--- src/rtl/dither_engine_if.sv ---
// Pixel stream in, dithered pixel stream out, and the downward error
// writeback toward the line buffer, bundled for the dither engine.
interface dither_engine_if;
  logic              [7:0]  pix_in;
  logic              [10:0] pix_hcount;
  logic              [9:0]  pix_vcount;
  logic                     pix_valid;
  logic                     pix_ready;
  logic                     dith_out;
  logic              [10:0] dith_hcount;
  logic              [9:0]  dith_vcount;
  logic                     dith_valid;
  logic signed       [7:0]  wb_err;
  logic              [10:0] wb_hcount;
  logic              [9:0]  wb_vcount;
  logic                     wb_valid;

  modport master (
    output pix_in, pix_hcount, pix_vcount, pix_valid,
    input  pix_ready,
    input  dith_out, dith_hcount, dith_vcount, dith_valid,
    input  wb_err, wb_hcount, wb_vcount, wb_valid
  );

  modport slave (
    input  pix_in, pix_hcount, pix_vcount, pix_valid,
    output pix_ready,
    output dith_out, dith_hcount, dith_vcount, dith_valid,
    output wb_err, wb_hcount, wb_vcount, wb_valid
  );
endinterface

--- src/rtl/dither_engine.sv ---
// Floyd-Steinberg style 1-bit dither engine. The rightward error (7/16) is
// carried in a register; the downward errors (3/16, 5/16, 1/16) are combined
// into one writeback per column, one column behind the input. After the last
// column of a line, a one-cycle FLUSH emits the final column's writeback.
module dither_engine #(
  parameter int FRAME_WIDTH  = 240,
  parameter int FRAME_HEIGHT = 320,
  parameter int THRESHOLD    = 128
) (
  input logic            clk_in,
  input logic            rst_in,
  dither_engine_if.slave bus
);

  typedef enum logic {RUN, FLUSH} state_t;

  localparam logic [10:0] LAST_COL = 11'(FRAME_WIDTH - 1);
  localparam logic [9:0]  LAST_ROW = 10'(FRAME_HEIGHT - 1);
  localparam logic [7:0]  THR      = 8'(THRESHOLD);

  state_t state, state_next;
  logic   ready;
  logic   acc;

  logic signed [7:0]  carry;
  logic signed [8:0]  e1, e2;
  logic        [9:0]  row;

  logic signed [7:0]  carry_use;
  logic signed [8:0]  e1_use, e2_use;
  logic signed [10:0] v_sum;
  logic        [7:0]  vc;
  logic               hi;
  logic        [8:0]  diff;
  logic signed [8:0]  err;
  logic signed [12:0] err13, e1u13, e2u13, e1r13, e2r13;
  logic signed [12:0] carry_full, wb_acc_full, wb_flush_full;

  // Clamp the carried sum into the 8-bit pixel range.
  function automatic logic [7:0] clamp_pix(input logic signed [10:0] v);
    if (v < 11'sd0)   return 8'd0;
    if (v > 11'sd255) return 8'd255;
    return v[7:0];
  endfunction

  // Divide by 16 rounding toward minus infinity.
  function automatic logic signed [12:0] floor_div16(input logic signed [12:0] x);
    return x >>> 4;
  endfunction

  assign bus.pix_ready = ready;
  assign acc = bus.pix_valid && ready;

  // State register: RUN accepts pixels, FLUSH is the single end-of-line bubble.
  always_ff @(posedge clk_in or posedge rst_in) begin
    if (rst_in) state <= RUN;
    else        state <= state_next;
  end

  // Next-state and handshake decode.
  always_comb begin
    state_next = state;
    ready      = 1'b0;
    case (state)
      RUN: begin
        ready = 1'b1;
        if (acc && bus.pix_hcount == LAST_COL) state_next = FLUSH;
      end
      FLUSH: state_next = RUN;
      default: state_next = RUN;
    endcase
  end

  // Quantise the incoming pixel and form the carry and writeback sums.
  always_comb begin
    carry_use = (bus.pix_hcount == 11'd0) ? 8'sd0 : carry;
    e1_use    = (bus.pix_hcount == 11'd0) ? 9'sd0 : e1;
    e2_use    = (bus.pix_hcount == 11'd0) ? 9'sd0 : e2;
    v_sum     = $signed({3'b000, bus.pix_in}) + $signed({{3{carry_use[7]}}, carry_use});
    vc        = clamp_pix(v_sum);
    hi        = (vc >= THR);
    diff      = {1'b0, vc} - (hi ? 9'd255 : 9'd0);
    err       = $signed(diff);
    err13     = $signed({{4{err[8]}}, err});
    e1u13     = $signed({{4{e1_use[8]}}, e1_use});
    e2u13     = $signed({{4{e2_use[8]}}, e2_use});
    e1r13     = $signed({{4{e1[8]}}, e1});
    e2r13     = $signed({{4{e2[8]}}, e2});
    carry_full    = floor_div16(err13 * 13'sd7);
    wb_acc_full   = floor_div16(err13 * 13'sd3 + e1u13 * 13'sd5 + e2u13);
    wb_flush_full = floor_div16(e1r13 * 13'sd5 + e2r13);
  end

  // Error history and the registered one-cycle-latency outputs.
  always_ff @(posedge clk_in or posedge rst_in) begin
    if (rst_in) begin
      carry           <= '0;
      e1              <= '0;
      e2              <= '0;
      row             <= '0;
      bus.dith_out    <= 1'b0;
      bus.dith_hcount <= '0;
      bus.dith_vcount <= '0;
      bus.dith_valid  <= 1'b0;
      bus.wb_err      <= '0;
      bus.wb_hcount   <= '0;
      bus.wb_vcount   <= '0;
      bus.wb_valid    <= 1'b0;
    end else begin
      bus.dith_valid <= acc;
      bus.wb_valid   <= 1'b0;
      if (acc) begin
        carry           <= carry_full[7:0];
        e1              <= err;
        e2              <= e1_use;
        row             <= bus.pix_vcount;
        bus.dith_out    <= hi;
        bus.dith_hcount <= bus.pix_hcount;
        bus.dith_vcount <= bus.pix_vcount;
        bus.wb_valid    <= (bus.pix_hcount != 11'd0) && (bus.pix_vcount != LAST_ROW);
        bus.wb_err      <= wb_acc_full[7:0];
        bus.wb_hcount   <= bus.pix_hcount - 11'd1;
        bus.wb_vcount   <= bus.pix_vcount + 10'd1;
      end else if (state == FLUSH) begin
        bus.wb_valid    <= (row != LAST_ROW);
        bus.wb_err      <= wb_flush_full[7:0];
        bus.wb_hcount   <= LAST_COL;
        bus.wb_vcount   <= row + 10'd1;
      end
    end
  end

endmodule

--- src/flat_wrapper.sv ---
// flat-port wrapper written by rule: the top's interface ports become plain ports
module dither_engine_flat 
#(
  parameter int FRAME_WIDTH  = 240,
  parameter int FRAME_HEIGHT = 320,
  parameter int THRESHOLD    = 128
)
  (clk_in, rst_in, bus_pix_in, bus_pix_hcount, bus_pix_vcount, bus_pix_valid, bus_pix_ready, bus_dith_out, bus_dith_hcount, bus_dith_vcount, bus_dith_valid, bus_wb_err, bus_wb_hcount, bus_wb_vcount, bus_wb_valid);
  dither_engine_if bus_i ();
  input logic clk_in;
  input logic rst_in;
  input wire logic [$bits(bus_i.pix_in)-1:0] bus_pix_in;
  input wire logic [$bits(bus_i.pix_hcount)-1:0] bus_pix_hcount;
  input wire logic [$bits(bus_i.pix_vcount)-1:0] bus_pix_vcount;
  input wire logic [$bits(bus_i.pix_valid)-1:0] bus_pix_valid;
  output wire logic [$bits(bus_i.pix_ready)-1:0] bus_pix_ready;
  output wire logic [$bits(bus_i.dith_out)-1:0] bus_dith_out;
  output wire logic [$bits(bus_i.dith_hcount)-1:0] bus_dith_hcount;
  output wire logic [$bits(bus_i.dith_vcount)-1:0] bus_dith_vcount;
  output wire logic [$bits(bus_i.dith_valid)-1:0] bus_dith_valid;
  output wire logic [$bits(bus_i.wb_err)-1:0] bus_wb_err;
  output wire logic [$bits(bus_i.wb_hcount)-1:0] bus_wb_hcount;
  output wire logic [$bits(bus_i.wb_vcount)-1:0] bus_wb_vcount;
  output wire logic [$bits(bus_i.wb_valid)-1:0] bus_wb_valid;
  assign bus_i.pix_in = bus_pix_in;
  assign bus_i.pix_hcount = bus_pix_hcount;
  assign bus_i.pix_vcount = bus_pix_vcount;
  assign bus_i.pix_valid = bus_pix_valid;
  assign bus_pix_ready = bus_i.pix_ready;
  assign bus_dith_out = bus_i.dith_out;
  assign bus_dith_hcount = bus_i.dith_hcount;
  assign bus_dith_vcount = bus_i.dith_vcount;
  assign bus_dith_valid = bus_i.dith_valid;
  assign bus_wb_err = bus_i.wb_err;
  assign bus_wb_hcount = bus_i.wb_hcount;
  assign bus_wb_vcount = bus_i.wb_vcount;
  assign bus_wb_valid = bus_i.wb_valid;
  dither_engine #(.FRAME_WIDTH(FRAME_WIDTH), .FRAME_HEIGHT(FRAME_HEIGHT), .THRESHOLD(THRESHOLD)) u_core (.clk_in(clk_in), .rst_in(rst_in), .bus(bus_i));
endmodule
--- config.mk ---
export PLATFORM = sky130hd
export DESIGN_NAME = dither_engine_flat
export DESIGN_NICKNAME = d
export VERILOG_FILES = /design/src/rtl/dither_engine_if.sv /design/src/rtl/dither_engine.sv /design/src/flat_wrapper.sv
export SDC_FILE = /design/constraint.sdc
export NUM_CORES = 1
export LEC_CHECK = 0
export ABC_AREA = 1
export CORE_MARGIN = 2
export CORE_UTILIZATION = 35
export CTS_CLUSTER_DIAMETER = 30
export DETAILED_ROUTE_END_ITERATION = 16
export SLEW_MARGIN = 20
export SYNTH_ARGS = -nofsm -noshare
export SYNTH_HDL_FRONTEND = slang
export SYNTH_SLANG_ARGS = --single-unit
--- constraint.sdc ---
create_clock -name clk_in -period 12 [get_ports clk_in]
set_input_delay 1.2 -clock clk_in [delete_from_list [all_inputs] [get_ports clk_in]]
set_output_delay 1.2 -clock clk_in [all_outputs]
set_load 0.02 [all_outputs]
-- Word-level counts from Yosys, hierarchy flattened
Cells that the tools add are included.
- output and inout bits: 54
- register bits after elaboration: 80
- input port bits: 32
- add/sub/neg operators: 8
- multiplexer cells: 22
- reductions and logical operators: 6
- $lt $le $gt $ge: 3
- multipliers: 4
- eq/ne operators: 3
- bitwise operators: 1
- operators by type and width (operator ; count):
    2-to-1 mux 8 bit ; 8
    multiplier 9 x 4 -> 12 bit (second input constant) ; 3
    adder 12 x 9 -> 12 bit ; 2
    2-to-1 mux 11 bit ; 2
    adder 10 x 1 -> 10 bit (second input constant) ; 2
    2-to-1 mux 10 bit ; 2
    inequality test 10 x 9 -> 1 bit (second input constant) ; 2
    2-to-1 mux 9 bit ; 2
    adder 12 bit ; 1
    multiplier 9 x 3 -> 12 bit (second input constant) ; 1
    == test 11 x 8 -> 1 bit (second input constant) ; 1
    greater-than comparator 11 x 9 -> 1 bit (second input constant) ; 1
    logical NOT 11 bit ; 1
    less-than comparator 11 x 1 -> 1 bit (second input constant) ; 1
    nonzero test 11 bit ; 1
    subtractor 11 x 1 -> 11 bit (second input constant) ; 1
    adder 9 x 8 -> 10 bit ; 1
    subtractor 8 x 8 -> 9 bit ; 1
    >= comparator 8 bit (second input constant) ; 1
    2-to-1 mux 1 bit ; 7
    logical AND 1 bit ; 3
    one-hot mux 1 bit (2 select lines) ; 1
    nonzero test 2 bit ; 1
    inverter 1 bit ; 1

-- Depth between registers and ports, before layout
Gate-level depths: netlist of run 1.
- depth after elaboration: 15
- depth in mapped cells: 46
- gate-level depth less buffers: 46

-- Least setup slack after synthesis of run 1
No wires, ideal clock.
- path kind: input to register
- start point: in bus_pix_hcount[0]
- end point: reg u_core.bus.wb_err[7]
- cell stages on the path: 42
- required time: 11.879 ns
- path buffers: 2
- slack: 4.188 ns
- library setup time: 0.121 ns
- data arrival time: 7.691 ns
- path through: inv_1 ha_1 inv_1 nor2_4 nand2_4 nor4_4 buf_4 buf_4 nor2_1 ha_1 inv_1 fa_1 o21ai_0 nand2_1 o211ai_1 nand3b_2 nand3_2 nand2_2 [... 6 more ...] nand2_1 nand2_1 inv_1 ha_1 inv_1 ha_1 fa_1 inv_1 fa_1 inv_1 ha_1 nand2_1 inv_1 a21boi_0 nand3_1 nand3b_1 nand3_1 a21oi_1
- longest elaborated chain between the ends: 15
- elaborated cells on any way between the ends: 21
- those cells by class: 4 x add/sub; 2 x mul; 3 x order compare; 11 x mux; 1 x reduce/logical
- ends and longest elaborated chain (item ; line ; RTL):
    start: declaration ; flat_wrapper.sv:13 ; input wire logic [$bits(bus_i.pix_hcount)-1:0] bus_pix_hcount;
    logical NOT 11 bit * ; dither_engine.sv:76 ; carry_use = (bus.pix_hcount == 11'd0) ? 8'sd0 : carry;
    2-to-1 mux 8 bit * ; dither_engine.sv:76 ;
    adder 9 x 8 -> 10 bit * ; dither_engine.sv:79 ; v_sum = $signed({3'b000, bus.pix_in}) + $signed({{3{carry_use[7]}}, carry_use});
    greater-than comparator 11 x 9 -> 1 bit ; dither_engine.sv:42 ; if (v > 11'sd255) return 8'd255;
    2-to-1 mux 1 bit (2 in series) ; dither_engine.sv:42 ;
    2-to-1 mux 8 bit ; dither_engine.sv:43 ; return v[7:0];
    2-to-1 mux 8 bit * ; dither_engine.sv:42 ;
    >= comparator 8 bit * ; dither_engine.sv:81 ; hi = (vc >= THR);
    named net u_core.hi ; dither_engine.sv:33 ; logic hi;
    2-to-1 mux 8 bit * ; dither_engine.sv:82 ; diff = {1'b0, vc} - (hi ? 9'd255 : 9'd0);
    subtractor 8 x 8 -> 9 bit * ; dither_engine.sv:82 ;
    named net u_core.diff[8] ; dither_engine.sv:34 ; logic [8:0] diff;
    multiplier 9 x 3 -> 12 bit * ; dither_engine.sv:90 ; wb_acc_full = floor_div16(err13 * 13'sd3 + e1u13 * 13'sd5 + e2u13);
    adder 12 bit * ; dither_engine.sv:90 ;
    adder 12 x 9 -> 12 bit * ; dither_engine.sv:90 ;
    2-to-1 mux 8 bit * ; dither_engine.sv:112 ; if (acc) begin
    end signal: assignment ; dither_engine.sv:121 ; bus.wb_err <= wb_acc_full[7:0];
    end signal: assignment ; dither_engine.sv:126 ; bus.wb_err <= wb_flush_full[7:0];
    end: declaration ; dither_engine_if.sv:29 ; output wb_err, wb_hcount, wb_vcount, wb_valid
The timed path passes the listed nets; every way through them passes the cells marked *. The select of a mux whose other input is x is not followed.
A chain may end at the register's enable or synchronous reset.

-- Worst setup path after layout of run 1
Same ends and word-level chain as after synthesis.

==> results of run 1 <==
## worst paths after layout
kind / slack [ns] / to / from
hold / removal: 0.48 / u_core.bus.dith_hcount[8] / u_core.bus.dith_hcount[8]
setup / recovery: 3.32 / u_core.bus.wb_err[7] / bus_pix_hcount[0]
hold reg to reg: 0.48 / u_core.bus.dith_hcount[8] / u_core.bus.dith_hcount[8]
min in group asynchronous: 1.37 / u_core.bus.wb_hcount[0] / rst_in
max in group asynchronous: 10.09 / u_core.e2[4] / rst_in
setup reg to reg: 5.25 / u_core.bus.wb_err[7] / u_core.carry[0]
## sequential cells by signal, summed over array words and instances, names as in the netlist
register	cells
u_core.bus.wb_valid	1
u_core.bus.wb_vcount	10
u_core.state	1
u_core.bus.dith_vcount	10
u_core.carry	8
u_core.bus.wb_err	8
u_core.bus.dith_valid	1
u_core.bus.wb_hcount	11
u_core.bus.dith_out	1
u_core.bus.dith_hcount	11
u_core.e2	9
u_core.e1	9
## per-stage QoR
| stage | utilization | setup WS [ns] | std cells | hold WS, ns |
|---|---|---|---|---|
| global placement | 0.411 | 3.21 | 1343 | 0.462 |
| detailed placement | 0.411 | 2.94 | 1343 | 0.464 |
| global route | 0.426 | 2.62 | 1359 | 0.506 |
| CTS | 0.426 | 3.30 | 1359 | 0.482 |
| finish | 0.426 | 3.32 | 1359 | 0.477 |
| floorplan | - | 4.19 | 997 | 0.449 |
## synthesized netlist by cell type (all sizes together)
cell type | instances | area share
a21boi | 2 | 0.0020
a21o | 4 | 0.0040
a21oi | 41 | 0.027
a22oi | 1 | 0.0010
a31o | 1 | 0.0012
a31oi | 6 | 0.0050
a32o | 1 | 0.0013
and2 | 1 | 0.00083
and3 | 2 | 0.0018
buf | 8 | 0.0068
clkbuf | 11 | 0.0056
clkinv | 1 | 0.00050
dfrtp | 80 | 0.27
fa | 36 | 0.096
ha | 92 | 0.15
inv | 221 | 0.11
nand2 | 222 | 0.11
nand3 | 66 | 0.047
nand3b | 3 | 0.0035
nand4 | 10 | 0.0083
nor2 | 65 | 0.037
nor3 | 6 | 0.0046
nor4 | 4 | 0.0053
o211ai | 1 | 0.0010
o21a | 3 | 0.0030
o21ai | 68 | 0.047
o21bai | 6 | 0.0060
o221ai | 1 | 0.0012
o22ai | 3 | 0.0025
o31ai | 4 | 0.0040
o32a | 1 | 0.0013
or2 | 1 | 0.00083
xnor2 | 11 | 0.016
xor2 | 14 | 0.016
## per-layer routing
metal	routed length (um)	part of all wire	track usage	up-vias
met2	8950	0.48	0.292	97
li1	-	-	-	3311
met1	8860	0.47	0.235	3005
met5	0	0	0	-
met4	357	0.019	0.0425	0
met3	652	0.035	0.0312	28
## area by class of cell
| cell class | instances | area (um^2) |
|---|---|---|
| clock buffer | 10 | 239 |
| clock inverter | 6 | 72.6 |
| fill | 2162 | 12100 |
| inverter | 222 | 835 |
| multi-input combinational | 676 | 4610 |
| sequential | 80 | 2000 |
| tap | 275 | 344 |
| timing repair buffer | 90 | 892 |
## critical path: cells and delay by family
kind | cells | cell delay [ns]
adders and majority gates | 10 | 3.48
and+or+nand+nor | 16 | 1.89
AOI/OAI and AO/OA | 4 | 0.67
buffers and inverters | 12 | 1.61
## cell families after synthesis
logic type	after synthesis	share of synthesized area
simple gates	380	0.223
buf+inv	241	0.123
fa+ha+maj	128	0.248
compound gates	143	0.108
xor+xnor	25	0.0325
flops	80	0.266
==> impl_results.md, run 1 <==
* Clk_lat worst skew at 0.35 ns
* First-pass GRT wire length at 31.4 mm
* Fin crit share at 0.723
* Critical path endpoint category: flip-flop
* Ys Warns at 0
* RSZ-0062 raised after global routing: false
* Pre-antenna DRT Iters at 5
* Area added between synthesis and finish at 19.3%
* Most frequent cells in the layout: nand2_1 (215), inv_1 (214), ha_1 (92)
* Grt total ovfl at 0
* RD Place Congestion at 0.863
* Average size of a mapped cell at 7.56 um^2
* Max clock buf depth at 2
* Setup Crit Path Kind: in2reg
* Register-to-Register Path Depth at 35
* Mapped Area at 0.00754 mm^2
* Min Clock Period, post-route at 8.68 ns
* Final setup viols at 0
* Most numerous cell on the critical path: inv_1
* Design Area, Final at 0.00899 mm^2
* Postcts setup bufs at 0
* Chip height at 151 um
* Synth Register Bits at 80
* Fin nets at 1239
* Arr. time, crit path at 8.91 ns
* Diode count at 0
* Core area at 0.0211 mm^2
* DR vias at 6441
* Clk_skew at 0.00935 ns
* Distinct cells, synth at 54
* Crit-path max cell delay at 0.54 ns
* Gr usage total at 0.175
* Fmax at 115 MHz
* Worst-path clk slew at 0.07 ns
* Final slew viol count at 0
* WP data required at 12.23 ns
* Starting density of the core at 0.357
* Post_cts resized at 0
* WHS Path Cells at 2
* Outcome: finished, final reports clean
* Hold Violations, Final at 0
* Relative slew slack at 0.287
* Die area at 0.0227 mm^2
* Register area share after synthesis at 0.266
* CP startpoint kind: input pin
* Syn nets at 1157
* Setup TNS at 0 ns
* Vias per inst at 4.74
* Hold buffer count at CTS at 0
* Most common cell after layout, fill and taps aside: nand2_1
* CTS tree: built
* H-tree level count at 3
* Clk sinks at 80
* Drt wl/cell at 13.8 um
* Post-route antenna net violation count at 0
* CP max-delay cell: fa_1
* Die Wd at 151 um
* Row count at 53
* Share of cells above drive strength 1 at 0.0507
* Maxcap violations at 0
* PortBufs at 85
* Post-Route WL at 18.8 mm
* Worst hold path class: reg2reg
* Initial antenna violation count at 0
* CTS buffer count at 9
* Pin count of the biggest net entering global routing at 81
* Vias in the first global route at 6407
* DP Area at 0.00868 mm^2
* First DRT Iteration DRCs at 329
* Worst slew pin tran at 1.07 ns
* CTS root buffer: clkbuf_16
* # DRC at 0
* DPL Wire Length at 14.5 mm
* Io pins at 86
* Mapped Cells at 997
* Worst Path Max Fanout at 22
Power of run 1 is not shown: default switching activity piles up to over one toggle a cycle in this logic, so the estimate is an artifact.
==> run 2: changes to the inputs <==
- clock period: 12 -> 8.4 ns (I/O delays scaled with it)
==> run 2 against run 1 <==
  * Register-to-register slack lost 3.2 ns
  * Sequential cell count did not move
  * First-iteration DRC count grew 10%
  * Core utilization is 0.50 points higher
  * Non-clock buffer count up 15
  * Critical path type unchanged
==> impl_results.md, run 2 (same netlist as run 1, synthesis figures left out) <==
* First DRT Iteration DRCs at 362 (+10%)
* RD Place Congestion at 0.842 (-2.3%)
* Drt wl/cell at 13.5 um (-2.3%)
* Critical path endpoint category: flip-flop
* Worst R2R End: u_core.bus.wb_err[7]
* Maxcap violations at 0 (unchanged)
* Relative slew slack at 0.526 (+0.239)
* Core area at 0.0211 mm^2 (unchanged)
* Initial antenna violation count at 0 (unchanged)
* CP startpoint: bus_pix_hcount[0]
* Fin nets at 1254 (+1.2%)
* Most numerous cell on the critical path: inv_1
* Grt total ovfl at 0 (unchanged)
* Register-to-register setup slack at 2.01 ns (-3.24 ns)
* CP startpoint kind: input pin
* Gr usage total at 0.174 (-0.00103)
* Most common cell after layout, fill and taps aside: nand2_1
* CTS root buffer: clkbuf_16
* Worst slew pin tran at 0.711 ns (-0.357 ns)
* Largest regs: u_core.bus.dith_hcount: 11 flops, u_core.bus.wb_hcount: 11 flops
* CP max-delay cell: clkdlybuf4s50_1
* R2r startpoint: u_core.carry[0]
* Max clock buf depth at 2 (unchanged)
* Worst-path clk slew at 0.07 ns (about the same)
* Post-route antenna net violation count at 0 (unchanged)
* Chip height at 151 um (unchanged)
* Critical Path End: u_core.bus.wb_err[7]
* Io pins at 86 (unchanged)
* Setup Crit Path Kind: in2reg
* Worst hold path class: reg2reg
* Most frequent cells in the layout: nand2_1 (215), inv_1 (213), ha_1 (92)
* Final setup viols at 0 (unchanged)
* PortBufs at 85 (unchanged)
* Hold buffer count at CTS at 0 (unchanged)
* First-pass GRT wire length at 31.1 mm (-0.75%)
* Register-to-Register Path Depth at 35 (unchanged)
* Vias in the first global route at 6268 (-2.2%)
* Clk sinks at 80 (unchanged)
* Pre-CTS setup slack at 0.00451 ns (-2.94 ns)
* Fmax at 127 MHz
* CTS tree: built
* Die area at 0.0227 mm^2 (unchanged)
* Post-Route WL at 18.6 mm (-1.2%)
* Share of cells above drive strength 1 at 0.0655 (+0.0148)
* Diode count at 0 (unchanged)
* WP data required at 8.68 ns (-3.55 ns)
* CTS buffer count at 9 (unchanged)
* Area added between synthesis and finish at 20.7%
* Setup TNS at 0 ns (unchanged)
* Min Clock Period, post-route at 7.88 ns
* Starting density of the core at 0.357 (unchanged)
* Fin crit share at 0.938
* Row count at 53 (unchanged)
* Final slew viol count at 0 (unchanged)
* Arr. time, crit path at 8.16 ns (-0.75 ns)
* Clk_skew at 0.00929 ns (-0.0000563 ns)
* H-tree level count at 3 (unchanged)
* Pin count of the biggest net entering global routing at 65 (-20%)
* Final worst slack at 0.524 ns (-2.80 ns)
* Clk_lat worst skew at 0.35 ns (about the same)
* DPL Wire Length at 14.5 mm (-0.10%)
* DR vias at 6405 (-0.56%)
* Vias per inst at 4.66 (-1.6%)
* Outcome: finished, final reports clean
* Die Wd at 151 um (unchanged)
* Pre-antenna DRT Iters at 4 (-1)
* Worst Path Max Fanout at 9 (-59%)
* Crit-path max cell delay at 0.54 ns (about the same)
* # DRC at 0 (unchanged)
* Hold Violations, Final at 0 (unchanged)
run 2: layout make-up:
type,count,area [um^2]
inverters,222,838
repair buffers,105,1000
clock buffers,11,243
clock inverters,5,40.0
flip-flops and latches,80,2000
multi-input cells,676,4630
fillers,2169,12000
well taps,275,344
run 2: worst min path at each step:
stage | start | to | slack [ns] | cells after the start
after floorplan | u_core.carry[6] | u_core.carry[6] | 0.45 | 2
after global placement | u_core.bus.wb_vcount[8] | u_core.bus.wb_vcount[8] | 0.46 | 2
after detailed placement | u_core.bus.wb_err[5] | u_core.bus.wb_err[5] | 0.47 | 2
after CTS | u_core.bus.wb_err[5] | u_core.bus.wb_err[5] | 0.48 | 2
after global routing | u_core.e2[5] | u_core.e2[5] | 0.50 | 2
final | u_core.bus.wb_vcount[8] | u_core.bus.wb_vcount[8] | 0.48 | 2
run 2: timing repair:
item                       4_1_cts  5_1_grt
resized for setup                0        6
setup endpoints to repair        0        7
setup buffers                    0        6
run 2: through the flow:
step / utilization / instance area, um^2 / hold slack (ns) / instances
floorplan: - / 7540 / 0.449 / 997
global placement: 0.415 / 8740 / 0.461 / 1352
detailed placement: 0.415 / 8740 / 0.465 / 1352
CTS: 0.428 / 9030 / 0.484 / 1368
global route: 0.431 / 9100 / 0.501 / 1374
finish: 0.431 / 9100 / 0.482 / 1374
run 2: critical path: cells and delay by family:
kind	cells	cell delay, ns
AO/OA/AOI/OAI	3	0.48
AND/OR/NAND/NOR	18	1.92
buffers and inverters	11	1.45
adder cells (fa/ha/maj)	10	3.46
run 2: per-layer routing:
metal  share of wire  track usage
met5               0            0
met2            0.47        0.283
met4           0.019       0.0505
met3           0.039       0.0318
met1            0.48        0.236
Power of run 2 is left out for the same reason.
==> run 3: changes to the inputs <==
- CORE_MARGIN: 2 -> 3
- SETUP_SLACK_MARGIN: not set -> 0.3
- SLEW_MARGIN: 20 -> 5
==> run 3 against run 2 <==
  * Worst hold slack got worse by 0.0025 ns
  * Clock skew fell by 0.0012 ns
  * Die area rose by 2.7%
  * Setup slack improved by 0.32 ns
  * Routed wire length rose by 2.3%
==> impl_results.md, run 3 (same netlist as run 1, synthesis figures left out) <==
* Chip height at 153 um (+1.3%)
* Worst slew pin tran at 1.09 ns (+0.376 ns)
* Hold Path Sink: u_core.bus.wb_vcount[1]
* Fmax at 132 MHz (+4.2%)
* Pin count of the biggest net entering global routing at 65 (unchanged)
* RD Place Congestion at 0.858 (+1.8%)
* Die area at 0.0233 mm^2 (+2.7%)
* Vias per inst at 4.72 (+1.3%)
* CTS buffer count at 9 (unchanged)
* RSZ-0062 raised after global routing: false
* WP data required at 8.64 ns (-0.04 ns)
* DR vias at 6511 (+1.7%)
* Worst Path Max Fanout at 9 (unchanged)
* WHS Path Cells at 2 (unchanged)
* # DRC at 0 (unchanged)
* Register-to-register setup slack at 2.20 ns (+0.19 ns)
* Max clock buf depth at 2 (unchanged)
* HP Start: u_core.bus.wb_vcount[1]
* Final setup viols at 0 (unchanged)
* Gr usage total at 0.167 (-0.00720)
* Worst R2R End: u_core.bus.wb_err[7]
* Placed insts at 1351 (-0.074%)
* Fin nets at 1259 (+0.40%)
* CP startpoint kind: input pin
* Most numerous cell on the critical path: nand2_1
* Die Wd at 153 um (+1.3%)
* Crit-path max cell delay at 0.52 ns (-0.02 ns)
* Post-Route WL at 19.0 mm (+2.3%)
* Fill count at 2156 (-0.60%)
* Clk_skew at 0.00811 ns (-0.00118 ns)
* Hold Violations, Final at 0 (unchanged)
* Uppermost routed layer: met4
* Final worst slack at 0.841 ns (+0.317 ns)
* CTS tree: built
* CTS root buffer: clkbuf_16
* Core area at 0.0211 mm^2 (unchanged)
* Min Clock Period, post-route at 7.56 ns (-0.317 ns)
* First-pass GRT wire length at 32.1 mm (+3.3%)
* Arr. time, crit path at 7.80 ns (-0.36 ns)
* First DRT Iteration DRCs at 346 (-4.4%)
* Outcome: finished, final reports clean
* Initial antenna violation count at 0 (unchanged)
* Maxcap violations at 0 (unchanged)
* Final slew viol count at 0 (unchanged)
* Row count at 53 (unchanged)
* R2r startpoint: u_core.carry[0]
* Critical path endpoint category: flip-flop
* Area added between synthesis and finish at 22.1%
* Clk sinks at 80 (unchanged)
* Non-Filler Instances at 1379 (+0.36%)
* Post-route antenna net violation count at 0 (unchanged)
* Io pins at 86 (unchanged)
* Register-to-Register Path Depth at 34 (-2.9%)
* Starting density of the core at 0.357 (unchanged)
* Drt wl/cell at 13.8 um (+1.9%)
* Pre-antenna DRT Iters at 4 (unchanged)
* H-tree level count at 3 (unchanged)
* Detail Route met3 WL at 477 um (-34%)
* Fin crit share at 0.900 (-0.0377)
* Relative slew slack at 0.274 (-0.252)
* DPL Wire Length at 14.6 mm (+0.67%)
* Pre-CTS setup slack at -0.0946 ns (-0.0991 ns)
* Met1 wire length at 9.22 mm (+4.1%)
* Clk_lat worst skew at 0.35 ns (about the same)
* CP max-delay cell: fa_1
* Setup Crit Path Kind: in2reg
* PortBufs at 85 (unchanged)
* Grt total ovfl at 0 (unchanged)
* Largest regs: u_core.bus.dith_hcount: 11 flops, u_core.bus.wb_hcount: 11 flops
* Diode count at 0 (unchanged)
* Share of cells above drive strength 1 at 0.0824 (+0.0169)
* Vias in the first global route at 6431 (+2.6%)
* Most frequent cells in the layout: nand2_1 (212), inv_1 (212), ha_1 (88)
* Worst hold path class: reg2reg
* Met2 wire len at 9.05 mm (+4.6%)
* Worst-path clk slew at 0.07 ns (about the same)
-- run 3: how the worst max path moves through the flow --
stage                     slack (ns)                   end  depth (start not counted)              start
after floorplan                 0.95  u_core.bus.wb_err[7]                         42  bus_pix_hcount[0]
after global routing            0.28  u_core.bus.wb_err[6]                         46  bus_pix_hcount[1]
after detailed placement       -0.09  u_core.bus.wb_err[7]                         40  bus_pix_hcount[0]
after CTS                       0.36  u_core.bus.wb_err[7]                         42  bus_pix_hcount[0]
after global placement          0.18  u_core.bus.wb_err[7]                         39  bus_pix_hcount[0]
final                           0.84  u_core.bus.wb_err[6]                         42  bus_pix_hcount[1]
-- run 3: what timing repair did --
action	CTS	global route
resized for setup	1	21
hold buffers	0	0
endpoints found under the setup margin	1	7
pin swaps	1	2
endpoints found under the hold margin	0	0
buffers inserted	2	10
-- run 3: cell type report --
type	count	area, um^2	share of cell area
Multi-Input combinational cell	676	4690	0.510
Sequential cell	80	2000	0.217
Timing Repair Buffer	110	1040	0.113
Inverter	222	838	0.0911
Tap cell	275	344	0.0374
Clock buffer	9	225	0.0245
Clock inverter	7	62.6	0.00680
-- run 3: worst max-delay path: cells and delay by family --
kind,cells,cell delay (ns)
AO/OA/AOI/OAI,4,0.76
XOR/XNOR,2,0.35
adder cells (fa/ha/maj),7,2.77
buffers and inverters,9,1.25
AND/OR/NAND/NOR,20,1.84
-- run 3: routing by layer --
layer  GRT usage  vias up
met5           0        -
met4      0.0382        0
met2       0.287       72
li1            -     3351
met1       0.222     3073
met3      0.0247       15
-- run 3: stage by stage --
stage	hold WS (ns)	instance area, um^2	setup TNS (ns)	util
CTS	0.486	9040	0	0.429
detailed placement	0.467	8740	-0.122	0.414
floorplan	0.449	7540	0	-
finish	0.479	9210	0	0.437
global placement	0.465	8740	0	0.414
global route	0.508	9210	0	0.437
Power of run 3 is left out for the same reason.
